`src/rtl/seg7_pkg.sv`:
```
// Shared definitions for the multiplexed 7-segment scanner: blank pattern,
// hex decoder and scan state encoding.
package seg7_pkg;

    localparam logic [6:0] SEG_BLANK = 7'h7F;

    typedef enum logic {
        ST_BLANK = 1'b0,
        ST_SHOW  = 1'b1
    } scan_state_e;

    // Active-low segment pattern, bit order {g,f,e,d,c,b,a}.
    function automatic logic [6:0] seg7_decode(input logic [3:0] nibble);
        logic [6:0] s;
        case (nibble)
            4'h0:    s = 7'h40;
            4'h1:    s = 7'h79;
            4'h2:    s = 7'h24;
            4'h3:    s = 7'h30;
            4'h4:    s = 7'h19;
            4'h5:    s = 7'h12;
            4'h6:    s = 7'h02;
            4'h7:    s = 7'h78;
            4'h8:    s = 7'h00;
            4'h9:    s = 7'h10;
            4'hA:    s = 7'h08;
            4'hB:    s = 7'h03;
            4'hC:    s = 7'h46;
            4'hD:    s = 7'h21;
            4'hE:    s = 7'h06;
            default: s = 7'h0E;
        endcase
        return s;
    endfunction

endpackage

```
`src/rtl/seg7_scan_sync_rise_det.sv`:
```
// Synchroniser for the divided scan clock plus a rising-edge detector that
// yields a single-cycle tick per scan-clock rise.
module sync_rise_det (
    input  logic CLK_IN,
    input  logic clr,
    input  logic async_i,
    output logic tick_o
);

    logic s1_q, s2_q, s3_q;

    always_ff @(posedge CLK_IN or posedge clr) begin
        if (clr) begin
            s1_q <= 1'b0;
            s2_q <= 1'b0;
            s3_q <= 1'b0;
        end else begin
            s1_q <= async_i;
            s2_q <= s1_q;
            s3_q <= s2_q;
        end
    end

    assign tick_o = s2_q & ~s3_q;

endmodule

```
`src/rtl/seg7_scan.sv`:
```
// Multiplexed 7-segment driver: double-buffered hex value, per-digit blank
// interval against ghosting. Optional leading-zero suppression: SEG7_LZ_BLANK_EN.
module seg7_scan
    import seg7_pkg::*;
#(
    parameter int N_DIGITS  = 4,
    parameter int BLANK_CYC = 2
) (
    input  logic                  CLK_IN,
    input  logic                  clr,
    input  logic                  scan_clk,
    input  logic [4*N_DIGITS-1:0] digits_in,
    input  logic [N_DIGITS-1:0]   dp_in,
    input  logic                  load,
    output logic [N_DIGITS-1:0]   an,
    output logic [6:0]            seg,
    output logic                  dp,
    output logic                  frame_done
);

    localparam int IDX_W = $clog2(N_DIGITS);
    localparam int CNT_W = $clog2(BLANK_CYC + 1);
    localparam logic [IDX_W-1:0]    IDX_LAST = IDX_W'(N_DIGITS - 1);
    localparam logic [CNT_W-1:0]    CNT_LOAD = CNT_W'(BLANK_CYC);
    localparam logic [CNT_W-1:0]    CNT_ONE  = CNT_W'(1);
    localparam logic [N_DIGITS-1:0] AN_ONE   = N_DIGITS'(1);

    scan_state_e           state_q;
    logic [CNT_W-1:0]      cnt_q;
    logic [IDX_W-1:0]      idx_q, idx_d;
    logic [N_DIGITS-1:0]   an_q;
    logic [6:0]            seg_q, seg_d;
    logic                  dp_q, fd_q;
    logic [4*N_DIGITS-1:0] stage_dig_q, shad_dig_q;
    logic [N_DIGITS-1:0]   stage_dp_q, shad_dp_q;
    logic                  pend_q;
    logic                  tick, boundary;
    logic [3:0]            nib_cur;

    sync_rise_det u_sync (
        .CLK_IN  (CLK_IN),
        .clr     (clr),
        .async_i (scan_clk),
        .tick_o  (tick)
    );

    assign boundary = tick & (idx_q == IDX_LAST);
    assign idx_d    = (idx_q == IDX_LAST) ? '0 : idx_q + 1'b1;
    assign nib_cur  = shad_dig_q[4*idx_q +: 4];

`ifdef SEG7_LZ_BLANK_EN
    logic [IDX_W-1:0] top_nz;

    // Digit 0 is never suppressed, so the search starts at digit 1.
    always_comb begin
        top_nz = '0;
        for (int i = 1; i < N_DIGITS; i++) begin
            if (shad_dig_q[4*i +: 4] != 4'h0) top_nz = IDX_W'(i);
        end
    end

    assign seg_d = (idx_q > top_nz) ? SEG_BLANK : seg7_decode(nib_cur);
`else
    assign seg_d = seg7_decode(nib_cur);
`endif

    always_ff @(posedge CLK_IN or posedge clr) begin
        if (clr) begin
            state_q <= ST_BLANK;
            cnt_q   <= CNT_LOAD;
            idx_q   <= '0;
            an_q    <= '1;
            seg_q   <= SEG_BLANK;
            dp_q    <= 1'b1;
            fd_q    <= 1'b0;
        end else begin
            fd_q <= boundary;
            if (tick) begin
                idx_q   <= idx_d;
                state_q <= ST_BLANK;
                cnt_q   <= CNT_LOAD;
                an_q    <= '1;
            end else begin
                case (state_q)
                    ST_BLANK: begin
                        an_q <= '1;
                        if (cnt_q == CNT_ONE) begin
                            state_q <= ST_SHOW;
                            an_q    <= ~(AN_ONE << idx_q);
                            seg_q   <= seg_d;
                            dp_q    <= ~shad_dp_q[idx_q];
                        end else begin
                            cnt_q <= cnt_q - 1'b1;
                        end
                    end
                    ST_SHOW: begin
                        seg_q <= seg_d;
                        dp_q  <= ~shad_dp_q[idx_q];
                    end
                    default: state_q <= ST_BLANK;
                endcase
            end
        end
    end

    // A load landing on the frame boundary bypasses staging straight into the shadow.
    always_ff @(posedge CLK_IN or posedge clr) begin
        if (clr) begin
            stage_dig_q <= '0;
            stage_dp_q  <= '0;
            shad_dig_q  <= '0;
            shad_dp_q   <= '0;
            pend_q      <= 1'b0;
        end else begin
            if (load) begin
                stage_dig_q <= digits_in;
                stage_dp_q  <= dp_in;
            end
            if (boundary) begin
                pend_q <= 1'b0;
                if (load) begin
                    shad_dig_q <= digits_in;
                    shad_dp_q  <= dp_in;
                end else if (pend_q) begin
                    shad_dig_q <= stage_dig_q;
                    shad_dp_q  <= stage_dp_q;
                end
            end else if (load) begin
                pend_q <= 1'b1;
            end
        end
    end

    assign an         = an_q;
    assign seg        = seg_q;
    assign dp         = dp_q;
    assign frame_done = fd_q;

endmodule

```
`config.mk`:
```
export PLATFORM = sky130hd
export DESIGN_NAME = seg7_scan
export DESIGN_NICKNAME = d
export VERILOG_FILES = /design/src/rtl/seg7_pkg.sv /design/src/rtl/seg7_scan_sync_rise_det.sv /design/src/rtl/seg7_scan.sv
export SDC_FILE = /design/constraint.sdc
export NUM_CORES = 1
export LEC_CHECK = 0
export ABC_AREA = 1
export CORE_UTILIZATION = 30
export DETAILED_ROUTE_END_ITERATION = 10
export PLACE_DENSITY = 0.49
export SLEW_MARGIN = 20
export SYNTH_ARGS = -nofsm -noshare
export SYNTH_HDL_FRONTEND = slang
export SYNTH_HIERARCHICAL = 1
export SYNTH_SLANG_ARGS = --single-unit
```
`constraint.sdc`:
```
create_clock -name CLK_IN -period 2.92 [get_ports CLK_IN]
set_input_delay 0.438 -clock CLK_IN [delete_from_list [all_inputs] [get_ports CLK_IN]]
set_output_delay 0.438 -clock CLK_IN [all_outputs]
set_load 0.05 [all_outputs]
```
# ---- Yosys cells after proc, flatten, opt, wreduce, memory -nomap -nowiden
# Memory sizes are Yosys's and may differ from the RTL's.
# Cells that the tools add are included.
dict set report op_classes {
  addsub 2
  n_reduce_logical 5
  bitwise_logic 7
  mux 22
  n_lt_le_gt_ge 1
  n_eq_ne 5
  n_shift 2
}
# op n
set ops {}
lappend ops {{two-way mux 16 bit} 2}
lappend ops {{two-way mux 4 bit} 5}
lappend ops {{variable part select 16 x 5 -> 4 bit} 1}
lappend ops {{one-hot mux 7 bit (2 select lines)} 1}
lappend ops {{two-way mux 2 bit} 4}
lappend ops {{two-way mux 1 bit} 7}
lappend ops {{two-way mux 7 bit} 1}
lappend ops {{AND reduction 2 bit} 3}
lappend ops {{!= test 2 bit, second input constant} 2}
lappend ops {{inverter 1 bit} 4}
lappend ops {{inverter 4 bit} 1}
lappend ops {{nonzero test 2 bit} 2}
lappend ops {{<< shifter 1 x 2 -> 4 bit, first input constant} 1}
lappend ops {{less-than comparator 2 x 3 -> 1 bit, second input constant} 1}
lappend ops {{adder 2 x 1 -> 2 bit, second input constant} 1}
lappend ops {{AND 1 bit} 2}
lappend ops {{binary-select mux 1 bit (select 2 bit)} 1}
lappend ops {{equality test 2 x 1 -> 1 bit, second input constant} 1}
lappend ops {{equality test 2 bit, second input constant} 1}
lappend ops {{!= test 2 x 1 -> 1 bit, second input constant} 1}
lappend ops {{one-hot mux 1 bit (2 select lines)} 1}
lappend ops {{subtractor 2 x 1 -> 2 bit, second input constant} 1}
dict set report totals {
  out_inout_bits 13
  reg_bits 62
  memories 1
  mem_bits_ro 112
  word_cells 60
}
# memory depth word_bits rd rd_ports_with_merged_regs write_ports line
set mem_list {}
lappend mem_list {{(name not given)} 16 7 1 0 0 seg7_pkg.sv:15} ;# case (nibble)

# ---- Logic depth before layout (Yosys ltp)
dict set report depth {
  word_depth 5
  ltp_mapped 11
  mapped_depth_nobuf 10
}

# ---- Hierarchy
# Netlist, hierarchy kept.
# mod area_per_inst_um2 instances seq_area_each_um2 cells_each
set modules_own_cells {}
lappend modules_own_cells {seg7_scan 2723.9 1 1492.7 310}
lappend modules_own_cells {sync_rise_det 88.8 1 75.1 6}

# ---- Least setup slack after synthesis
# Ideal clock, no wire load.
dict set report synth_path {
  path_kind {register to register}
  from {reg idx_q[0]}
  to {reg seg_q[3] (netlist: seg[3])}
  period_less_slack_ns 1.544
  stages_incl_launch_ff 12
  path_slack_ns 1.376
  setup_ns 0.060
  required_ns 2.860
  path_buffers 1
  arrival_ns 1.484
  path_cell_list {dfrtp_1 > inv_2 > buf_6 > nand2_1 > nand3_1 > nand2_1 > ha_1 > inv_1 > nand3_1 > nand3_1 > nand3_1 > nand2_1}
}
dict set report synth_between {
  elab_chain_len 4
}
# item line
set synth_lines {}
lappend synth_lines {{start, declared} seg7_scan.sv:30} ;# logic [IDX_W-1:0] idx_q, idx_d;
lappend synth_lines {{start signal, assigned} seg7_scan.sv:79} ;# idx_q <= idx_d;
lappend synth_lines {{variable part select 16 x 5 -> 4 bit *} seg7_scan.sv:49} ;# assign nib_cur = shad_dig_q[4*idx_q +: 4];
lappend synth_lines {{memory read (16 x 7 bit) *} -}
lappend synth_lines {{two-way mux 7 bit} seg7_scan.sv:87} ;# if (cnt_q == CNT_ONE) begin
lappend synth_lines {{one-hot mux 7 bit (2 select lines) *} seg7_scan.sv:84} ;# case (state_q)
lappend synth_lines {{end signal, assigned} seg7_scan.sv:90} ;# seg_q <= seg_d;
lappend synth_lines {{end signal, assigned} seg7_scan.sv:97} ;# seg_q <= seg_d;
lappend synth_lines {{end, declared} seg7_scan.sv:32} ;# logic [6:0] seg_q, seg_d;
# Mark *: on every way between the ends. The rest lies on a longest branch, timed or not. The select of a mux whose other input is x is not followed.
# A chain may end at the register's enable or synchronous reset.

# ---- Worst setup path after layout
dict set report layout_path {
  from {reg an_q[1] (netlist: an[1])}
  to {out an[1]}
}
# item line
set layout_rtl {}
lappend layout_rtl {{start, declared} seg7_scan.sv:31} ;# logic [N_DIGITS-1:0] an_q;
lappend layout_rtl {{start signal, assigned} seg7_scan.sv:89} ;# an_q <= ~(AN_ONE << idx_q);
lappend layout_rtl {{end, declared} seg7_scan.sv:15} ;# output logic [N_DIGITS-1:0] an,
# No word-level cell between the ends.

==> metrics.md <==
| Metric | Value |
|---|---|
| Crit-path leading delay family | `buffers and inverters` |
| Max cap viols | `0` |
| Peak VDD IR | `392.9 uV` |
| Vias/cell | `between 4 and 5` |
| Clock buffer count from CTS | `9` |
| Clk Latency, worst-skew pair | `approximately 0.34 ns` |
| Worst path cell trace | `clkdlybuf4s50_1` |
| Count of cell types in the netlist | `23` |
| Final setup viols | `0` |
| Maximum buffer depth of the clock tree | `2` |
| Depth of the worst register-to-register path | `10` |
| Status | `completed` |
| First-pass GRT wire length | `10280 um` |
| Clock Pin Slew Worst Setup and Hold Paths | `approximately 0.07 ns` |
| Largest family of logic cells by synthesized area | `simple AND/OR/NAND/NOR gates` |
| Area share of the largest cell type after synthesis | `0.4359` |
| WL final | `5920 um` |
| Ranking of synthesized cells by area | `dfrtp_1 (44%), nand2_1 (16%), dfstp_2 (12%)` |
| YS warnings | `6` |
| DRC errors left | `0` |
| Mapped Area | `2813 um^2` |
| Via count of the first global-routing pass | `2112` |
| Final setup TNS | `0 ns` |
| Worst R2R End | `seg[3]$_DFFE_PP1P_` |
| Area fraction in and, or, nand and nor cells after synthesis | `0.2544` |
| Final Hold Viols | `0` |
| CP Class | `reg -> out` |
| Syn Inst Count | `around 320` |
| Worst slew pin tran | `around 0.68 ns` |
| Power per cell area | `around 1100 nW/um^2` |
| Remaining antenna violation count | `0` |
| Reg2reg setup slack | `0.97 ns` |
| CTS Sinks | `62` |
| Startpoint Class | `register` |
| Final Skew | `about 0.0095 ns` |
| IO buf count | `36` |
| Slew headroom | `0.5487` |
| Avg WL per Cell | `~13 um` |
| Via Count | `2156` |
| P_leak | `1.666 nW` |
| # nets final | `390` |
| Post-synthesis adder-cell area fraction | `0.04893` |
| Pins Over Slew Limit | `0` |
| RSZ-0062 raised after global routing | `false` |
| Total GRT Usage | `0.1347` |
| Layout cells sized above 1 | `0.1417` |
| Clock tree root driver cell | `clkbuf_8` |
| Post-synthesis sequential area ratio | `0.5574` |
| Worst Hold Class | `in -> async` |
| Detail Placement HPWL | `4066 um` |
| Syn Area/Cell | `8.901 um^2` |
| Die height | `98.83 um` |
| Critical path's largest stage delay | `0.79 ns` |
| FF-to-FF Start | `idx_q[0]$_DFFE_PP0P_` |
| CTS tree | `built` |
| Post CTS Setup Buffer Count | `0` |
| Area leader, netlist | `dfrtp_1` |
| Compound-gate portion of the synthesized area | `0.09119` |
| Bufs and invs on worst path | `1` |
| Final period utilization | `0.7233` |
| CP Capture Type | `output pin` |
| Layout area overhead | `24.78%` |
| CTS resizes | `0` |
| Critical Path Fanout Max | `2` |
| Core area | `8891 um^2` |
| Mux cell area share after synthesis | `0` |
| RePlAce Congestion | `roughly 0.80` |
| Crit path DAT | `1.67 ns` |
| Ant diodes | `0` |
| Area of the die | `9766 um^2` |
| Initial antenna violation count | `0` |
| #FFs+latches synth | `62` |
| Post-Synth XOR/XNOR Area | `0` |
| Critical path's slowest cell | `clkdlybuf4s50_1` |
| TritonRoute pass-1 iters | `4` |
| Synthesized Nets | `351` |
| Crit path time final | `2.112 ns` |
| Site Rows | `34` |
| Total grt overflow | `0` |
| Largest net degree at the start of global routing | `roughly 40` |
| CTS Hold Bufs | `0` |
| Crit path launch | `an[1]$_DFFE_PP1P_` |
| Hold slack | `0.3080 ns` |
| Data required, critical path | `between 2 and 2.5 ns` |
| Iter 0 DRT Violations | `approximately 110` |
| Initial core utilization | `0.3164` |
| CTS H-tree depth | `3` |
| Highest clock rate | `about 470 MHz` |
| I/O Pins | `37` |
| Die Width | `between 90 and 100 um` |
cell families after synthesis:
kind of cell,count (synthesis)
simple gates,168
flops,62
compound gates,44
buf+inv,31
fa+ha+maj,11
layer usage:
metal	track usage	part of all wire	routed length, um	vias up
met5	0	0	0	-
met4	0.04478	0.013	75	0
met3	0.04043	0.038	224	9
met2	0.1990	0.42	2500	43
met1	0.1880	0.53	3120	1002
li1	-	-	-	1102
Yosys cell counts:
cell / count
nand2_1: 117
dfrtp_1: 49
nand3_1: 23
a31oi_1: 18
nor2_1: 18
inv_1: 14
dfstp_2: 13
ha_1: 11
a21oi_1: 9
o21ai_0: 8
buf_2: 6
inv_2: 5
o21ai_1: 5
clkbuf_1: 4
nand3_2: 4
a21oi_2: 3
nand2_4: 2
nor2_2: 2
buf_4: 1
buf_6: 1
nand3b_1: 1
nor2_4: 1
o21a_1: 1
flip-flops by register name, indices dropped and copies added, names as in the netlist:
register	flops
stage_dig_q	16
an	4
u_sync/s2_q	1
cnt_q	2
u_sync/s3_q	1
dp	1
state_q	1
shad_dig_q	16
idx_q	2
stage_dp_q	4
shad_dp_q	4
seg	7
pend_q	1
u_sync/s1_q	1
frame_done	1
metrics by stage:
step / std cells / utilization / total power, mW / worst slack, ns / area [um^2]
2_1_floorplan: 316 / - / 2.654 / 1.047 / 2813
3_3_place_gp: 452 / 0.3697 / 3.088 / 1.056 / 3287
3_5_place_dp: 452 / 0.3697 / 3.081 / 0.9964 / 3287
4_1_cts: 468 / 0.3947 / 3.941 / 0.7898 / 3510
5_1_grt: 468 / 0.3947 / 4.228 / 0.7242 / 3510
6_report: 468 / 0.3947 / 3.901 / 0.8080 / 3510
layout by cell type, fill, tap and decap left out, types with 3 or more instances in the layout:
master and n:
nand2_1 117, dfrtp_1 49, clkdlybuf4s50_1 36, nand3_1 23, nor2_1 18, a31oi_1 18, inv_1 13, dfstp_2 13
ha_1 11, clkbuf_8 10, a21oi_1 9, o21ai_0 8, inv_2 6, o21ai_1 5, nand3_2 4, a21oi_2 3
buf_4 3
worst max path at each step:
stage                            to  slack (ns)  depth (start not counted)
2_1_floorplan  cnt_q[0]$_DFFE_PP0P_        1.05                          1
3_3_place_gp     seg[3]$_DFFE_PP1P_        1.06                         10
3_5_place_dp     seg[3]$_DFFE_PP1P_         1.0                         10
4_1_cts                      seg[4]        0.79                          1
5_1_grt          seg[3]$_DFFE_PP1P_        0.72                         10
6_report                      an[1]        0.81                          1
power breakdown:
part / leakage, nW / total [mW] / switching (mW) / internal, mW
combinational: 0.836 / 1.66 / 1.07 / 0.593
sequential: 0.722 / 1.39 / 0.197 / 1.20
clock: 0.108 / 0.846 / 0.345 / 0.500
final cells by class:
cell class / count / area, um^2
fill: 903 / 5381
clock buffer: 10 / 137.6
timing repair buffer: 40 / 402.9
inverter: 19 / 71.32
clock inverter: 6 / 85.08
multi-input combinational: 223 / 1110
tap: 108 / 135.1
sequential: 62 / 1568
Power figures use the tool's default switching activity.
